$ cat config.mk
export PLATFORM = sky130hd
export DESIGN_NAME = id_ex_stage_reg
export DESIGN_NICKNAME = d
export VERILOG_FILES = /design/src/rtl/id_ex_stage_reg.sv
export SDC_FILE = /design/constraint.sdc
export NUM_CORES = 1
export LEC_CHECK = 0
export CAP_MARGIN = 15
export CORE_MARGIN = 10
export CORE_UTILIZATION = 35
export CTS_CLUSTER_DIAMETER = 150
export DETAILED_ROUTE_END_ITERATION = 16
export GPL_ROUTABILITY_DRIVEN = 0
export PLACE_DENSITY = 0.8
export SLEW_MARGIN = 20
export SYNTH_ARGS = -nofsm -noshare
export SYNTH_HDL_FRONTEND = slang
export SYNTH_SLANG_ARGS = --single-unit
$ cat constraint.sdc
create_clock -name clk -period 9.15 [get_ports clk]
set_input_delay 0.915 -clock clk [delete_from_list [all_inputs] [get_ports clk]]
set_output_delay 0.915 -clock clk [all_outputs]
set_load 0.03 [all_outputs]
$ cat src/rtl/id_ex_stage_reg.sv
// ID/EX pipeline register: latches the decoded ID instruction, its operands and
// forwarding flags for EX, inserts NOP bubbles on load-use stall or redirect
// flush, and keeps saturating performance counters.
module id_ex_stage_reg #(
  parameter int unsigned DATA_W = 32,
  parameter int unsigned CNT_W  = 32
) (
  input  logic              clk,
  input  logic              rst,
  input  logic              en,
  input  logic              stall,
  input  logic              flush,
  input  logic              id_valid,
  input  logic [DATA_W-1:0] id_pc,
  input  logic [31:0]       id_instr,
  input  logic [DATA_W-1:0] id_rs_data,
  input  logic [DATA_W-1:0] id_rt_data,
  input  logic              id_aluaeq,
  input  logic              id_alubeq,
  input  logic              id_memaeq,
  input  logic              id_membeq,
  input  logic              id_rfd2alueq,
  input  logic              id_rfd2dmeq,
  output logic              ex_valid,
  output logic [DATA_W-1:0] ex_pc,
  output logic [31:0]       ex_instr,
  output logic [5:0]        ex_op,
  output logic [5:0]        ex_funct,
  output logic [4:0]        ex_rs,
  output logic [4:0]        ex_rt,
  output logic [4:0]        ex_rd,
  output logic [4:0]        ex_shamt,
  output logic [31:0]       ex_imm,
  output logic [DATA_W-1:0] ex_rs_data,
  output logic [DATA_W-1:0] ex_rt_data,
  output logic              ex_aluaeq,
  output logic              ex_alubeq,
  output logic              ex_memaeq,
  output logic              ex_membeq,
  output logic              ex_rfd2alueq,
  output logic              ex_rfd2dmeq,
  output logic [CNT_W-1:0]  instr_cnt,
  output logic [CNT_W-1:0]  bubble_cnt,
  output logic [CNT_W-1:0]  flush_cnt
);

  localparam int unsigned INSTR_W = 32;
  localparam int unsigned OP_W    = 6;
  localparam int unsigned REG_W   = 5;
  localparam int unsigned IMM_W   = 32;
  localparam int unsigned HALF_W  = 16;

  // Logical-immediate opcodes take a zero-extended immediate.
  localparam logic [OP_W-1:0] OP_ANDI = 6'h0c;
  localparam logic [OP_W-1:0] OP_ORI  = 6'h0d;
  localparam logic [OP_W-1:0] OP_XORI = 6'h0e;

  // Everything that travels from ID into EX; all-zero is a NOP bubble.
  typedef struct packed {
    logic                valid;
    logic [DATA_W-1:0]   pc;
    logic [INSTR_W-1:0]  instr;
    logic [OP_W-1:0]     op;
    logic [OP_W-1:0]     funct;
    logic [REG_W-1:0]    rs;
    logic [REG_W-1:0]    rt;
    logic [REG_W-1:0]    rd;
    logic [REG_W-1:0]    shamt;
    logic [IMM_W-1:0]    imm;
    logic [DATA_W-1:0]   rs_data;
    logic [DATA_W-1:0]   rt_data;
    logic                aluaeq;
    logic                alubeq;
    logic                memaeq;
    logic                membeq;
    logic                rfd2alueq;
    logic                rfd2dmeq;
  } ex_payload_t;

  ex_payload_t payload_q, payload_d;
  ex_payload_t load_payload;

  logic [CNT_W-1:0] instr_cnt_q,  instr_cnt_d;
  logic [CNT_W-1:0] bubble_cnt_q, bubble_cnt_d;
  logic [CNT_W-1:0] flush_cnt_q,  flush_cnt_d;

  logic [OP_W-1:0] id_op;
  logic            zero_ext;

  // Saturating increment: sticks at all-ones instead of wrapping.
  function automatic logic [CNT_W-1:0] sat_inc(input logic [CNT_W-1:0] v);
    return (&v) ? v : v + CNT_W'(1);
  endfunction

  assign id_op    = id_instr[31:26];
  assign zero_ext = (id_op == OP_ANDI) || (id_op == OP_ORI) || (id_op == OP_XORI);

  // Decode the ID instruction into the payload EX would receive on a load.
  always_comb begin
    load_payload           = '0;
    load_payload.valid     = 1'b1;
    load_payload.pc        = id_pc;
    load_payload.instr     = id_instr;
    load_payload.op        = id_op;
    load_payload.rs        = id_instr[25:21];
    load_payload.rt        = id_instr[20:16];
    load_payload.rd        = id_instr[15:11];
    load_payload.shamt     = id_instr[10:6];
    load_payload.funct     = id_instr[5:0];
    if (zero_ext) begin
      load_payload.imm = {{(IMM_W-HALF_W){1'b0}}, id_instr[15:0]};
    end else begin
      load_payload.imm = {{(IMM_W-HALF_W){id_instr[15]}}, id_instr[15:0]};
    end
    load_payload.rs_data   = id_rs_data;
    load_payload.rt_data   = id_rt_data;
    load_payload.aluaeq    = id_aluaeq;
    load_payload.alubeq    = id_alubeq;
    load_payload.memaeq    = id_memaeq;
    load_payload.membeq    = id_membeq;
    load_payload.rfd2alueq = id_rfd2alueq;
    load_payload.rfd2dmeq  = id_rfd2dmeq;
  end

  // Next-state selection: hold, flush bubble, stall bubble or load.
  always_comb begin
    payload_d    = payload_q;
    instr_cnt_d  = instr_cnt_q;
    bubble_cnt_d = bubble_cnt_q;
    flush_cnt_d  = flush_cnt_q;
    if (en) begin
      if (flush) begin
        // A flush overrides a simultaneous stall and counts only as a flush.
        payload_d   = '0;
        flush_cnt_d = sat_inc(flush_cnt_q);
      end else if (stall) begin
        payload_d    = '0;
        bubble_cnt_d = sat_inc(bubble_cnt_q);
      end else if (id_valid) begin
        payload_d   = load_payload;
        instr_cnt_d = sat_inc(instr_cnt_q);
      end else begin
        // Empty ID slot: clear so hazard logic never sees stale fields.
        payload_d = '0;
      end
    end
  end

  // Stage register and counters with asynchronous clear.
  always_ff @(posedge clk or posedge rst) begin
    if (rst) begin
      payload_q    <= '0;
      instr_cnt_q  <= '0;
      bubble_cnt_q <= '0;
      flush_cnt_q  <= '0;
    end else begin
      payload_q    <= payload_d;
      instr_cnt_q  <= instr_cnt_d;
      bubble_cnt_q <= bubble_cnt_d;
      flush_cnt_q  <= flush_cnt_d;
    end
  end

  assign ex_valid     = payload_q.valid;
  assign ex_pc        = payload_q.pc;
  assign ex_instr     = payload_q.instr;
  assign ex_op        = payload_q.op;
  assign ex_funct     = payload_q.funct;
  assign ex_rs        = payload_q.rs;
  assign ex_rt        = payload_q.rt;
  assign ex_rd        = payload_q.rd;
  assign ex_shamt     = payload_q.shamt;
  assign ex_imm       = payload_q.imm;
  assign ex_rs_data   = payload_q.rs_data;
  assign ex_rt_data   = payload_q.rt_data;
  assign ex_aluaeq    = payload_q.aluaeq;
  assign ex_alubeq    = payload_q.alubeq;
  assign ex_memaeq    = payload_q.memaeq;
  assign ex_membeq    = payload_q.membeq;
  assign ex_rfd2alueq = payload_q.rfd2alueq;
  assign ex_rfd2dmeq  = payload_q.rfd2dmeq;
  assign instr_cnt    = instr_cnt_q;
  assign bubble_cnt   = bubble_cnt_q;
  assign flush_cnt    = flush_cnt_q;

endmodule
### Word-level counts from Yosys, hierarchy flattened

Cells that the tools add are included.

| operators by class | value |
|---|---|
| mux-type cells | 4 |
| add/subtract/negate cells | 3 |
| equality and inequality tests | 3 |
| reduce and logical (&&, ||, !) cells | 8 |
| bitwise operators | 5 |

Operators with widths:

| operator | count |
|---|---|
| 199-bit two-way mux | 3 |
| 32-bit by 1-bit adder with 32-bit output, second input constant | 3 |
| 32-bit AND reduction | 3 |
| 32-bit two-way mux | 1 |
| 6-bit by 4-bit == test with 1-bit output, second input constant | 3 |
| 1-bit NOT | 5 |
| 5-bit AND reduction | 1 |
| 4-bit AND reduction | 1 |
| 3-bit AND reduction | 1 |
| 1-bit logical OR | 2 |

| storage, ports and cells | value |
|---|---|
| flip-flop bits (word level) | 295 |
| bits of input ports | 140 |
| word-level logic and storage cells | 44 |
| output and inout port bits | 295 |

### Depth between registers and ports, before layout

| depth | value |
|---|---|
| word-level depth | 7 |
| depth in mapped cells | 7 |

### Worst setup path after synthesis

OpenSTA, ideal clock, no wires.

| path | value |
|---|---|
| path type | register to register |
| start point | register bubble_cnt_q[0] (netlist: bubble_cnt[0]) |
| end point | register bubble_cnt_q[1] (netlist: bubble_cnt[1]) |
| path slack | 6,924 ps |
| required time | 9,022 ps |
| arrival | 2,098 ps |
| cell stages (with the launch flop) | 7 |
| path through | dfrtp_1 > ha_1 > nand4_1 > or2_2 > or4_4 > nand2_2 > mux2_1 |

| between the ends | value |
|---|---|
| longest elaborated chain between the ends | 3 |
| elaborated cells on any way between the ends | 4 |

RTL lines:

| item | RTL line | text |
|---|---|---|
| from (decl) | 84 | `logic [CNT_W-1:0] bubble_cnt_q, bubble_cnt_d;` |
| from (signal assigned) | 159 | `bubble_cnt_q <= bubble_cnt_d;` |
| branches (longest 3 deep; another with 32-bit by 1-bit adder with 32-bit output) | -- |  |

Several ways; the timed one is not identified.
A chain may end at the register's enable or synchronous reset.

### Final worst setup path

| path | value |
|---|---|
| start point | input en |
| end point | register instr_cnt_q[1] (netlist: instr_cnt[1]) |

| between the ends | value |
|---|---|
| longest elaborated chain between the ends | 1 |

RTL lines:

| item | RTL line | text |
|---|---|---|
| from (decl) | 10 | `input logic en,` |
| 5-bit AND reduction (no line) | -- |  |
| to (signal assigned) | 158 | `instr_cnt_q <= instr_cnt_d;` |
| to (decl) | 83 | `logic [CNT_W-1:0] instr_cnt_q, instr_cnt_d;` |

Every way passes these cells.

==> out/results.ini <==
[outcome]
outcome = completed

[floorplan]
die_w_um = 192
num_io_pins = 435
fp-row-count = 62
fp.dieH_um = 192
dieArea_mm2 = 0.0368
coreArea_mm2 = 0.0289
start_util_pct = 35.7

[cells_and_area]
multi_input_area_mm2 = 0.00338
regArea_mm2 = 0.00581
final_area_mm2 = 0.0154
final_core_util_pct = 53.3
fillers = 2504
layout.nets = 1567
synthToLayoutAreaGrowth_pct = 49.3
drive_gt1_share_pct = 4.37

[global_routing]
grt.overflow.total = 0
grt_usage_pct = 17.5
grt_max_degree = 111
grt_first_pass_wirelength_um = 51500
grt_pass1_vias = 8863
antenna_found_initial = 2

[clock_network]
cts.sinks = 232
clkLatencyLatePin_ns = 0.53
postCtsSetupRepairBufs = 0
cts_resized = 0
hold_buffers = 0
h-tree-depth = 1
clockBufferDepth = 3
cts_root_buffer = clkbuf_16
clk_pin_slew_ns = 0.06
cts_tree = built
numCtsBuffers = 26

[drt]
wl_um = 34300
vias_per_cell = 4.73
post_drt_wl_per_cell_um = 18.7
drc = 0
ant_nets = 0
vias = 8654
drt_pass1_iterations = 4
drt_iter0_drc = 486

[power]
internal-power_w = 0.00189
p_leak_nw = 6.46
power_frac_clock_pct = 39.2
powerDensity_mw_per_mm2 = 170
sw_frac_of_total_pct = 27.9
power_switching_w = 0.000733
seqPwrFrac_pct = 43.5
p_comb_share_pct = 17.3
vdd_drop_max_mv = 0.120

[placed_design]
dpl_cell_area_mm2 = 0.0146
io_buffers = 434
hpwl_um = 25800

[timing]
clock-skew-final_ns = 0.0169
setup_viol = 0
slew_headroom_pct = 35.5
min_period_ns = 3.19
min_period_over_period_pct = 34.9
slew_viol_final = 0
final-hold-violation-count = 0
tightestPinTransition_ns = 0.968
max_freq_mhz = 313
timing.setup.tns_ns = 0
rsz0062_at_grt = false

[setup_path]
reg2reg_slack_ns = 6.72
critical-path-max-stage-delay_ns = 0.79
timing.rr.end = instr_cnt[1]$_DFFE_PP0P_
cp_slowest_cell = and4bb_4
timing.rr.start = instr_cnt[0]$_DFFE_PP0P_
crit_path_cell_trace = buf_4 > and4bb_4 > buf_4 > nand2_1 > mux2_2
crit_buf_inv = 2
crit_start = en
ff2ff_path_depth = 6
critPathKind = input port to register
start_kind = input port
path_delay_family = buffers and inverters
crit_required_ns = 9.57
cp.arrival_ns = 3.61
cp-end-kind = register
critPathMostFrequentCell = buf_4
cp_max_fo = 88

[logic_synthesis]
yosysSeqAreaShare_pct = 56.2
synth_nets = 1202
synth_edf_count = 0
synthArstFlopShare_pct = 100
ys.flop_type = dfrtp_1
synth_common_cells = dfrtp_1 (232), nand2_1 (164), inv_1 (141), o21ai_0 (136), buf_4 (64)
synth_top_cell_by_area = dfrtp_1
synthesis.area_mm2 = 0.0103
synth_area_leaders = dfrtp_1 (56%), o21ai_0 (6.6%), nand2_1 (6.0%), inv_1 (5.1%), buf_4 (4.6%)
yosysMostFrequentCell = dfrtp_1
yosysWarnings = 0
yosysTopAreaCellShare_pct = 56.2
ys_seq_elements = 232
ys_types = 47
synth_cells = 1059
syn_area_per_cell_um2 = 9.76

[worst_hold_path]
min_to = bubble_cnt[14]$_DFFE_PP0P_
hold_depth = 1
min_path_type = register to register
hold_path.startpoint = bubble_cnt[14]$_DFFE_PP0P_

[flow_run]
drv_cap = 0

==> metal layers <==
metal	global-route usage [%]	part of all wire [%]
met2	31.1	50
met3	5.82	9.5
met1	19.7	38
met4	4.24	2.0
met5	0	0
==> layout by cell type (no fill, tap or decap), types with 2 or more instances in the layout <==
cell             instances
and2_1                   3
and3_1                  15
and4_1                  14
buf_4                    5
bufinv_16                2
clkbuf_1                 6
clkbuf_16               26
clkbuf_8                 4
clkdlybuf4s50_1        433
clkinv_2                 5
clkinvlp_4               2
dfrtp_1                232
diode_2                  3
ha_1                     3
inv_1                  140
mux2_2                   2
nand2_1                164
nand3_1                 40
nand3b_1                 2
nand4_1                 28
nand4_2                  2
nor2_1                  23
nor3_1                  23
nor3b_1                  4
nor4_1                   4
nor4b_1                  2
o211ai_1                 2
o21ai_0                136
or2_2                    3
or3_1                    2
xnor2_1                 52
xor2_1                  41
==> how the worst max path moves through the flow <==
stage,end,slack [ns],cells past startpoint
global placement,instr_cnt[1]$_DFFE_PP0P_,5.31,5
global route,instr_cnt[1]$_DFFE_PP0P_,5.72,5
finish,instr_cnt[1]$_DFFE_PP0P_,5.96,5
CTS,instr_cnt[1]$_DFFE_PP0P_,5.83,5
floorplan,bubble_cnt[0]$_DFFE_PP0P_,1.87,1
detailed placement,instr_cnt[1]$_DFFE_PP0P_,5.27,5
==> per-stage QoR <==
step	hold WS [ns]	total power [W]	setup WS [ns]	std cells
6_report	0.484	0.00262	5.96	1829
5_1_grt	0.511	0.00273	5.72	1827
4_1_cts	0.490	0.00265	5.83	1826
3_5_place_dp	0.480	0.00161	5.27	1780
3_3_place_gp	0.474	0.00161	5.31	1780
2_1_floorplan	0.654	0.00138	1.87	1059
==> cell type report <==
class                           count  share of cell area (%)
Timing Repair Buffer              438                    28.3
Multi-Input combinational cell    585                    21.9
Inverter                          141                    3.48
Clock inverter                     10                   0.754
Clock buffer                       36                    4.72
Antenna cell                        3                  0.0487
Tap cell                          384                    3.11
Sequential cell                   232                    37.6
==> flip-flops by register name (all words and copies together) (netlist names) <==
| name | cells |
|---|---|
| ex_rt_data | 32 |
| ex_imm | 1 |
| ex_pc | 32 |
| instr_cnt | 32 |
| flush_cnt | 32 |
| bubble_cnt | 32 |
| ex_membeq | 1 |
| ex_memaeq | 1 |
| ex_alubeq | 1 |
| ex_instr | 32 |
| ex_rs_data | 32 |
| ex_rfd2dmeq | 1 |
| ex_valid | 1 |
| ex_aluaeq | 1 |
| ex_rfd2alueq | 1 |
==> power groups by stage <==
stage               registers, W  clock network, W  logic (W)
finish                   0.00114           0.00103   0.000453
global route             0.00115           0.00110   0.000484
CTS                      0.00114           0.00105   0.000460
detailed placement       0.00116                 0   0.000458
global placement         0.00115                 0   0.000452
floorplan                0.00125                 0   0.000124
==> kinds of logic after synthesis <==
| kind of cell | Yosys count | synth area share [%] |
|---|---|---|
| AND/OR/NAND/NOR | 341 | 16.8 |
| buffers and inverters | 242 | 11.2 |
| flip-flops | 232 | 56.2 |
| AO/OA/AOI/OAI | 145 | 7.32 |
| XOR/XNOR | 93 | 7.88 |
| multiplexers | 3 | 0.327 |
| adder cells (fa/ha/maj) | 3 | 0.363 |
Note: power is estimated with default switching activity, not from simulation.
